**src/rtl/uart_text_buffer_if.sv**
```systemverilog
// ============================================================================
//  Module      : uart_text_buffer_if
//  Description : Byte-stream handshake between the uart core and the text
//                buffer: received-byte strobe plus transmit request/ready.
//  Revision    : 1.0 - initial release
// ============================================================================
`default_nettype none

interface uart_text_buffer_if #(
    parameter int CHAR_WIDTH = 8
);
    logic                  rx_valid;
    logic [CHAR_WIDTH-1:0] rx_data;
    logic                  tx_ready;
    logic                  tx_send;
    logic [CHAR_WIDTH-1:0] tx_data;

    // uart side: produces received bytes and transmitter status
    modport master (
        output rx_valid, rx_data, tx_ready,
        input  tx_send, tx_data
    );

    // text buffer side
    modport slave (
        input  rx_valid, rx_data, tx_ready,
        output tx_send, tx_data
    );
endinterface

`default_nettype wire

```
**src/rtl/uart_text_buffer.sv**
```systemverilog
// ============================================================================
//  Module      : uart_text_buffer
//  Description : Line-editing text buffer. Received bytes are appended to a
//                flat character vector (BS/DEL delete, CR clears), edits are
//                echoed through a TX FIFO, and a button edge queues the
//                switch value as uppercase hex.
//  Revision    : 1.0 - initial release
// ============================================================================
`default_nettype none

module uart_text_buffer #(
    parameter int NUM_CHARS  = 60,
    parameter int CHAR_WIDTH = 8,
    parameter int SW_WIDTH   = 8,
    parameter int TX_DEPTH   = 8,
    parameter bit ECHO_EN    = 1'b1
) (
    input  wire logic                             clk,
    input  wire logic                             reset,
    uart_text_buffer_if.slave                     bus,
    input  wire logic                             btn,
    input  wire logic [SW_WIDTH-1:0]              sw,
    output logic      [NUM_CHARS*CHAR_WIDTH-1:0]  characters,
    output logic      [$clog2(NUM_CHARS+1)-1:0]   char_count,
    output logic                                  overflow,
    output logic                                  tx_drop
);
    localparam int ND   = (SW_WIDTH + 3) / 4;
    localparam int GMAX = (ND > 3) ? ND : 3;
    localparam int LW   = $clog2(GMAX + 1);
    localparam int AW   = $clog2(TX_DEPTH);
    localparam int PW   = AW + 1;
    localparam int CW   = $clog2(NUM_CHARS + 1);
    localparam int VW   = NUM_CHARS * CHAR_WIDTH;

    localparam logic [1:0] S_IDLE    = 2'd0;
    localparam logic [1:0] S_WAIT_LO = 2'd1;
    localparam logic [1:0] S_WAIT_HI = 2'd2;

    localparam logic [CW-1:0] FULL_COUNT = CW'(NUM_CHARS);
    localparam logic [PW-1:0] DEPTH      = PW'(TX_DEPTH);

    // RX decode and the echo group it produces (rx_len == 0: no group)
    logic                  is_print, is_del, is_cr;
    logic [CHAR_WIDTH-1:0] rx_grp [GMAX];
    logic [LW-1:0]         rx_len;
    logic [CHAR_WIDTH-1:0] btn_grp [GMAX];
    logic [4*ND-1:0]       sw_ext;
    logic [3:0]            nib;
    logic                  btn_prev, btn_pend, btn_edge;

    // FIFO
    logic [CHAR_WIDTH-1:0] fifo_mem [TX_DEPTH];
    logic [PW-1:0]         wr_ptr, rd_ptr, used, free;
    logic                  empty, full, push, pop;

    // group sequencer and one-deep echo pending slot
    logic                  seq_active;
    logic [LW-1:0]         seq_len, seq_idx;
    logic [CHAR_WIDTH-1:0] seq_buf [GMAX];
    logic                  echo_pend;
    logic [LW-1:0]         echo_len;
    logic [CHAR_WIDTH-1:0] echo_buf [GMAX];

    // arbitration results
    logic                  acc_valid, acc_fits, admit;
    logic [LW-1:0]         acc_len;
    logic [CHAR_WIDTH-1:0] acc_grp [GMAX];
    logic                  take_echo, set_echo, take_btn, set_btn, drop_echo;

    logic [1:0]            state;

    assign is_print = bus.rx_valid && (bus.rx_data >= CHAR_WIDTH'(8'h20))
                                   && (bus.rx_data <= CHAR_WIDTH'(8'h7E));
    assign is_del   = bus.rx_valid && ((bus.rx_data == CHAR_WIDTH'(8'h08)) ||
                                       (bus.rx_data == CHAR_WIDTH'(8'h7F)));
    assign is_cr    = bus.rx_valid && (bus.rx_data == CHAR_WIDTH'(8'h0D));
    assign btn_edge = btn && !btn_prev;
    assign sw_ext   = (4*ND)'(sw);

    assign used  = wr_ptr - rd_ptr;
    assign free  = DEPTH - used;
    assign empty = (wr_ptr == rd_ptr);
    assign full  = (wr_ptr[AW] != rd_ptr[AW]) && (wr_ptr[AW-1:0] == rd_ptr[AW-1:0]);
    assign push  = seq_active && !full;
    assign pop   = (state == S_IDLE) && !empty && bus.tx_ready;

    // Echo group for the byte arriving this cycle (a delete on an empty buffer echoes nothing)
    always_comb begin
        for (int i = 0; i < GMAX; i++) rx_grp[i] = '0;
        rx_len = '0;
        if (ECHO_EN) begin
            if (is_print) begin
                rx_grp[0] = bus.rx_data;
                rx_len    = LW'(1);
            end else if (is_del && (char_count != '0)) begin
                rx_grp[0] = CHAR_WIDTH'(8'h08);
                rx_grp[1] = CHAR_WIDTH'(8'h20);
                rx_grp[2] = CHAR_WIDTH'(8'h08);
                rx_len    = LW'(3);
            end else if (is_cr) begin
                rx_grp[0] = CHAR_WIDTH'(8'h0D);
                rx_grp[1] = CHAR_WIDTH'(8'h0A);
                rx_len    = LW'(2);
            end
        end
    end

    // Switch value as uppercase hex digits, most significant nibble first
    always_comb begin
        nib = '0;
        for (int i = 0; i < GMAX; i++) btn_grp[i] = '0;
        for (int i = 0; i < ND; i++) begin
            nib        = sw_ext[4*(ND-1-i) +: 4];
            btn_grp[i] = CHAR_WIDTH'(nib) +
                         ((nib < 4'd10) ? CHAR_WIDTH'(8'h30) : CHAR_WIDTH'(8'h37));
        end
    end

    // Pick at most one group per cycle for the idle sequencer; echoes outrank the button
    always_comb begin
        acc_valid = 1'b0;
        acc_len   = '0;
        for (int i = 0; i < GMAX; i++) acc_grp[i] = '0;
        take_echo = 1'b0;
        set_echo  = 1'b0;
        take_btn  = 1'b0;
        set_btn   = 1'b0;
        drop_echo = 1'b0;
        if (!seq_active) begin
            if (echo_pend) begin
                acc_valid = 1'b1;
                acc_len   = echo_len;
                for (int i = 0; i < GMAX; i++) acc_grp[i] = echo_buf[i];
                take_echo = 1'b1;
                set_echo  = (rx_len != '0);
            end else if (rx_len != '0) begin
                acc_valid = 1'b1;
                acc_len   = rx_len;
                for (int i = 0; i < GMAX; i++) acc_grp[i] = rx_grp[i];
            end else if (btn_pend) begin
                acc_valid = 1'b1;
                acc_len   = LW'(ND);
                for (int i = 0; i < GMAX; i++) acc_grp[i] = btn_grp[i];
                take_btn  = 1'b1;
            end else if (btn_edge && !bus.rx_valid) begin
                acc_valid = 1'b1;
                acc_len   = LW'(ND);
                for (int i = 0; i < GMAX; i++) acc_grp[i] = btn_grp[i];
            end
        end else if (rx_len != '0) begin
            drop_echo = echo_pend;
            set_echo  = !echo_pend;
        end
        // a button edge that could not be taken directly waits in the single pending slot
        if (btn_edge && !btn_pend && !(acc_valid && !take_echo && rx_len == '0))
            set_btn = 1'b1;
    end

    assign acc_fits = ((PW+LW)'(free) >= (PW+LW)'(acc_len));
    assign admit    = acc_valid && acc_fits;

    // Character vector, count and sticky overflow
    always_ff @(posedge clk or negedge reset) begin
        if (!reset) begin
            characters <= '0;
            char_count <= '0;
            overflow   <= 1'b0;
        end else if (is_print) begin
            characters <= {characters[VW-CHAR_WIDTH-1:0], bus.rx_data};
            if (char_count == FULL_COUNT) overflow   <= 1'b1;
            else                          char_count <= char_count + CW'(1);
        end else if (is_del && (char_count != '0)) begin
            characters <= {{CHAR_WIDTH{1'b0}}, characters[VW-1:CHAR_WIDTH]};
            char_count <= char_count - CW'(1);
        end else if (is_cr) begin
            characters <= '0;
            char_count <= '0;
        end
    end

    // Sequencer, pending slots, button history, write pointer and drop pulse
    always_ff @(posedge clk or negedge reset) begin
        if (!reset) begin
            seq_active <= 1'b0;
            seq_len    <= '0;
            seq_idx    <= '0;
            for (int i = 0; i < GMAX; i++) seq_buf[i] <= '0;
            echo_pend  <= 1'b0;
            echo_len   <= '0;
            for (int i = 0; i < GMAX; i++) echo_buf[i] <= '0;
            btn_prev   <= 1'b0;
            btn_pend   <= 1'b0;
            wr_ptr     <= '0;
            tx_drop    <= 1'b0;
        end else begin
            btn_prev <= btn;
            tx_drop  <= (acc_valid && !acc_fits) || drop_echo;
            if (push) wr_ptr <= wr_ptr + PW'(1);
            if (seq_active) begin
                if (seq_idx == seq_len - LW'(1)) seq_active <= 1'b0;
                else                             seq_idx    <= seq_idx + LW'(1);
            end else if (admit) begin
                seq_active <= 1'b1;
                seq_len    <= acc_len;
                seq_idx    <= '0;
                for (int i = 0; i < GMAX; i++) seq_buf[i] <= acc_grp[i];
            end
            if (take_echo) echo_pend <= 1'b0;
            if (set_echo) begin
                echo_pend <= 1'b1;
                echo_len  <= rx_len;
                for (int i = 0; i < GMAX; i++) echo_buf[i] <= rx_grp[i];
            end
            if (take_btn)     btn_pend <= 1'b0;
            else if (set_btn) btn_pend <= 1'b1;
        end
    end

    // FIFO storage needs no reset: the pointers define what is valid
    always_ff @(posedge clk) begin
        if (push) fifo_mem[wr_ptr[AW-1:0]] <= seq_buf[seq_idx];
    end

    // Transmit FSM: send one byte, then wait for the uart to go busy and idle again
    always_ff @(posedge clk or negedge reset) begin
        if (!reset) begin
            state       <= S_IDLE;
            bus.tx_send <= 1'b0;
            bus.tx_data <= '0;
            rd_ptr      <= '0;
        end else begin
            bus.tx_send <= 1'b0;
            case (state)
                S_IDLE: if (pop) begin
                    bus.tx_data <= fifo_mem[rd_ptr[AW-1:0]];
                    bus.tx_send <= 1'b1;
                    rd_ptr      <= rd_ptr + PW'(1);
                    state       <= S_WAIT_LO;
                end
                S_WAIT_LO: if (!bus.tx_ready) state <= S_WAIT_HI;
                S_WAIT_HI: if (bus.tx_ready)  state <= S_IDLE;
                default:   state <= S_IDLE;
            endcase
        end
    end
endmodule

`default_nettype wire

```
**src/flat_wrapper.sv**
```systemverilog
// flat-port wrapper written by rule: the top's interface ports become plain ports
module uart_text_buffer_flat 
#(
    parameter int NUM_CHARS  = 60,
    parameter int CHAR_WIDTH = 8,
    parameter int SW_WIDTH   = 8,
    parameter int TX_DEPTH   = 8,
    parameter bit ECHO_EN    = 1'b1
)
  (clk, reset, btn, sw, characters, char_count, overflow, tx_drop, bus_rx_valid, bus_rx_data, bus_tx_ready, bus_tx_send, bus_tx_data);
  uart_text_buffer_if #(.CHAR_WIDTH(CHAR_WIDTH)) bus_i ();
  input  wire logic clk;
  input  wire logic reset;
  input  wire logic btn;
  input  wire logic [SW_WIDTH-1:0] sw;
  output logic      [NUM_CHARS*CHAR_WIDTH-1:0] characters;
  output logic      [$clog2(NUM_CHARS+1)-1:0] char_count;
  output logic overflow;
  output logic tx_drop;
  input wire logic [$bits(bus_i.rx_valid)-1:0] bus_rx_valid;
  input wire logic [$bits(bus_i.rx_data)-1:0] bus_rx_data;
  input wire logic [$bits(bus_i.tx_ready)-1:0] bus_tx_ready;
  output wire logic [$bits(bus_i.tx_send)-1:0] bus_tx_send;
  output wire logic [$bits(bus_i.tx_data)-1:0] bus_tx_data;
  assign bus_i.rx_valid = bus_rx_valid;
  assign bus_i.rx_data = bus_rx_data;
  assign bus_i.tx_ready = bus_tx_ready;
  assign bus_tx_send = bus_i.tx_send;
  assign bus_tx_data = bus_i.tx_data;
  uart_text_buffer #(.NUM_CHARS(NUM_CHARS), .CHAR_WIDTH(CHAR_WIDTH), .SW_WIDTH(SW_WIDTH), .TX_DEPTH(TX_DEPTH), .ECHO_EN(ECHO_EN)) u_core (.clk(clk), .reset(reset), .bus(bus_i), .btn(btn), .sw(sw), .characters(characters), .char_count(char_count), .overflow(overflow), .tx_drop(tx_drop));
endmodule
```
**config.mk**
```make
export PLATFORM = sky130hd
export DESIGN_NAME = uart_text_buffer_flat
export DESIGN_NICKNAME = d
export VERILOG_FILES = /design/src/rtl/uart_text_buffer_if.sv /design/src/rtl/uart_text_buffer.sv /design/src/flat_wrapper.sv
export SDC_FILE = /design/constraint.sdc
export NUM_CORES = 1
export LEC_CHECK = 0
export ABC_AREA = 1
export CAP_MARGIN = 20
export CELL_PAD_IN_SITES_DETAIL_PLACEMENT = 1
export CELL_PAD_IN_SITES_GLOBAL_PLACEMENT = 1
export CORE_UTILIZATION = 43
export CTS_CLUSTER_DIAMETER = 150
export DETAILED_ROUTE_END_ITERATION = 10
export PLACE_DENSITY = 0.86
export SKIP_LAST_GASP = 1
export SYNTH_ARGS = -nofsm -noshare
export SYNTH_HDL_FRONTEND = slang
export SYNTH_SLANG_ARGS = --single-unit
export TNS_END_PERCENT = 30
```
**constraint.sdc**
```tcl
create_clock -name clk -period 5.61 [get_ports clk]
set_clock_uncertainty 0.1 [all_clocks]
set_input_delay 1.122 -clock clk [delete_from_list [all_inputs] [get_ports clk]]
set_output_delay 1.122 -clock clk [all_outputs]
set_load 0.05 [all_outputs]
```
==> flow_metrics.env <==
export IMPL_outcome="finished clean"
export IMPL_cts_resized_gates=0
export IMPL_fill_cells=6744
export IMPL_nNetsFinal=3186
export IMPL_die_x_um=251
export IMPL_drive_gt1_frac=0.0478
export IMPL_slew_violations=0
export IMPL_switching_share=0.455
export IMPL_ys_types=42
export IMPL_grt_use_total=0.313
export IMPL_firstDrtPassIters=5
export IMPL_placementRows=91
export IMPL_syn_area_sq_um=26800
export IMPL_dieArea_sq_um=63200
export IMPL_critical_path_class="input pin to flop"
export IMPL_synth_seq_cells=607
export IMPL_detail_route_antenna_nets=0
export IMPL_cp_data_required_time_ns=6.05
export IMPL_gp_congestion=0.902
export IMPL_p_int_mw=11.1
export IMPL_clk_pin_slew_worst_paths_ns=0.06
export IMPL_cts_htree_levels=3
export IMPL_fmax_mhz=231
export IMPL_hold_path_class="input pin to async pin"
export IMPL_syn_area_per_cell_sq_um=9.84
export IMPL_slew_headroom=0.283
export IMPL_cts_hold_fix_buffers=0
export IMPL_core_area_sq_um=61600
export IMPL_fp_dieH_um=251
export IMPL_ys_seq_area_frac=0.580
export IMPL_hold_viol_final=0
export IMPL_grt_pass1_vias=24500
export IMPL_min_period_ns=4.33
export IMPL_ir_worst_vdd_uv=300
export IMPL_finalSetupViolations=0
export IMPL_worstReg2RegStart="u_core.char_count[0]$_DFFE_PN0P_"
export IMPL_rrSetupSlack_ns=1.68
export IMPL_multiInputGateArea_sq_um=8240
export IMPL_power_total_mw=20.3
export IMPL_cp_max_fo=51
export IMPL_yosysTopAreaCell="dfrtp_1"
export IMPL_async_flop_share=0.895
export IMPL_cts_tree="yes"
export IMPL_hpwlAfterDp_um=69000
export IMPL_portBuffers=517
export IMPL_post_route_period_util=0.771
export IMPL_drtIter0Drc=2192
export IMPL_num_antenna_cells=0
export IMPL_grt_overflow_total=0
export IMPL_p_leak_nw=14.4
export IMPL_wl_per_cell_um=24.6
export IMPL_vias=23100
export IMPL_antenna_found_initial=0
export IMPL_end_kind="flop"
export IMPL_start_util=0.434
export IMPL_combPwrFrac=0.437
export IMPL_worst_slew_pin_slew_ns=1.08
export IMPL_clkSinkCount=607
export IMPL_crit_end="u_core.seq_buf[19]$_DFFE_PN0P_"
export IMPL_clkPwrFrac=0.230
export IMPL_holdWs_ns=0.379
export IMPL_synth_yosys_warnings=0
export IMPL_grt_max_degree=206
export IMPL_cts_buffers=67
export IMPL_stdcell_area_sq_um=34600
export IMPL_synth_ff_type="dfrtp_1"
export IMPL_io_pins=518
export IMPL_clk_insertion_delay_late_ns=0.61
export IMPL_synth_nets=2757
export IMPL_synthTopCellsByArea="dfrtp_1 (51%), o221ai_1 (16%), nand2_1 (8.6%)"
export IMPL_synth_top_area_frac=0.508
export IMPL_cp_arrival_ns=4.77
export IMPL_r2r_cells=17
export IMPL_p_switching_mw=9.24
export IMPL_rsz0062_at_grt="false"
export IMPL_drc=0
export IMPL_max_cap_violations=0
export IMPL_utilization=0.562
export IMPL_critPathLaunch="bus_rx_data[5]"
export IMPL_grt_pass1_wl_um=153000
export IMPL_worstSetupStartpointType="input pin"
export IMPL_wl_um=99300
export IMPL_r2r_end="u_core.seq_buf[19]$_DFFE_PN0P_"
export IMPL_placed_cell_area_sq_um=32300
export IMPL_clock_path_buffers=3
export IMPL_power_density_nw_per_um2=587
export IMPL_areaGrowthSynthToFinish_pct=29.5
export IMPL_synth_edf_count=64
export IMPL_syn_inst=2719
export IMPL_cts_root_buffer="clkbuf_16"
export IMPL_via_per_inst=5.73
export IMPL_cts_setup_buffers=0
export IMPL_finalSetupTns_ns=0
export IMPL_seqPwrFrac=0.333
export IMPL_regArea_sq_um=15500
[per-stage QoR]
stage	std cells	worst slack (ns)
after floorplan	2719	2.32
after global placement	3915	0.931
after detailed placement	3915	0.747
after CTS	4034	1.36
after global routing	4035	1.09
final	4035	1.28
[power groups by stage]
stage / clock [mW] / sequential (mW) / combinational, mW
CTS: 4.75 / 6.74 / 8.89
finish: 4.68 / 6.76 / 8.88
detailed placement: 0 / 6.77 / 8.81
global placement: 0 / 6.67 / 8.52
global route: 4.91 / 6.89 / 9.35
floorplan: 0 / 9.67 / 2.41
[synth_stat cells (6+ instances only)]
master,n
nand2_1,614
dfrtp_1,543
inv_1,535
o221ai_1,476
nor2_1,80
o21ai_0,73
buf_2,69
edfxtp_1,64
clkbuf_1,52
buf_4,47
nand3_1,21
o22ai_1,19
ha_1,15
a21oi_1,13
o211ai_1,13
xor2_1,10
buf_1,8
o21ai_1,8
or2_2,8
nand4_1,7
buf_6,6
xnor2_1,6
[worst max-delay path, stage by stage]
cell and delay (ns):
clkdlybuf4s50_1 0.50, inv_1 0.10, nand2_1 0.07, nor2_1 0.17
nand2_1 0.08, nand2_1 0.19, nand2_8 0.28, nand2_1 0.14
inv_1 0.08, nand3_1 0.08, nand2_1 0.09, ha_1 0.29
o21ai_0 0.10, nand3_1 0.20, nand3_1 0.60, buf_4 0.42
nor2_1 0.12, nand2_1 0.07, nand2_1 0.05
[cell type report]
| cell class | count | area share |
|---|---|---|
| flip-flops and latches | 607 | 0.448 |
| multi-input cells | 1389 | 0.238 |
| repair buffers | 542 | 0.158 |
| inverters | 541 | 0.0591 |
| clock buffers | 94 | 0.0560 |
| well taps | 837 | 0.0302 |
| clock inverters | 25 | 0.0107 |
[cells in the final DEF (no fill, tap or decap), types with 21 or more instances in the layout]
cell and instances:
clkdlybuf4s50_1 516, nand3_1 21, clkbuf_16 69, nor2_1 80, o21ai_0 73, inv_1 535
o221ai_1 476, nand2_1 613, edfxtp_1 64, dfrtp_1 543
[metal layers]
| metal | vias to the layer above | global-route usage | wire, um |
|---|---|---|---|
| li1 | 10200 | - | - |
| met5 | - | 0 | 0 |
| met3 | 205 | 0.0926 | 8160 |
| met4 | 0 | 0.136 | 4620 |
| met1 | 11900 | 0.393 | 39600 |
| met2 | 866 | 0.503 | 46900 |
[logic make-up (layout without fill, tap and decap cells)]
group                      after synthesis  count (layout)  synth area share
adders and majority gates               17              17           0.00851
AOI/OAI and AO/OA                      612             612             0.184
xor gates and xnor gates                16              16           0.00524
and+or+nand+nor                        744             744             0.109
DFF                                    607             607             0.580
buffers and inverters                  723            1202             0.113
[flip-flops by register name, indices dropped and copies added, names as in the netlist, 2 cells and up]
register and count:
u_core.fifo_mem 64, u_core.characters 480, u_core.wr_ptr 4, u_core.seq_len 2, u_core.seq_idx 2, u_core.echo_buf 10
u_core.state 2, u_core.bus.tx_data 8, u_core.echo_len 2, u_core.char_count 6, u_core.rd_ptr 4, u_core.seq_buf 16
[worst min-delay path by stage]
stage / depth (start not counted) / slack, ns / start / to
after floorplan: 2 / 0.34 / u_core.seq_buf[16]$_DFFE_PN0P_ / u_core.seq_buf[16]$_DFFE_PN0P_
after global placement: 1 / 0.36 / u_core.overflow$_DFFE_PN0P_ / u_core.overflow$_DFFE_PN0P_
after detailed placement: 1 / 0.37 / u_core.overflow$_DFFE_PN0P_ / u_core.overflow$_DFFE_PN0P_
after CTS: 1 / 0.39 / u_core.overflow$_DFFE_PN0P_ / u_core.overflow$_DFFE_PN0P_
after global routing: 2 / 0.40 / u_core.echo_buf[17]$_DFFE_PN0P_ / u_core.echo_buf[17]$_DFFE_PN0P_
final: 1 / 0.38 / reset / u_core.characters[88]$_DFFE_PN0P_
No activity file was read; power rests on OpenSTA's default activity.
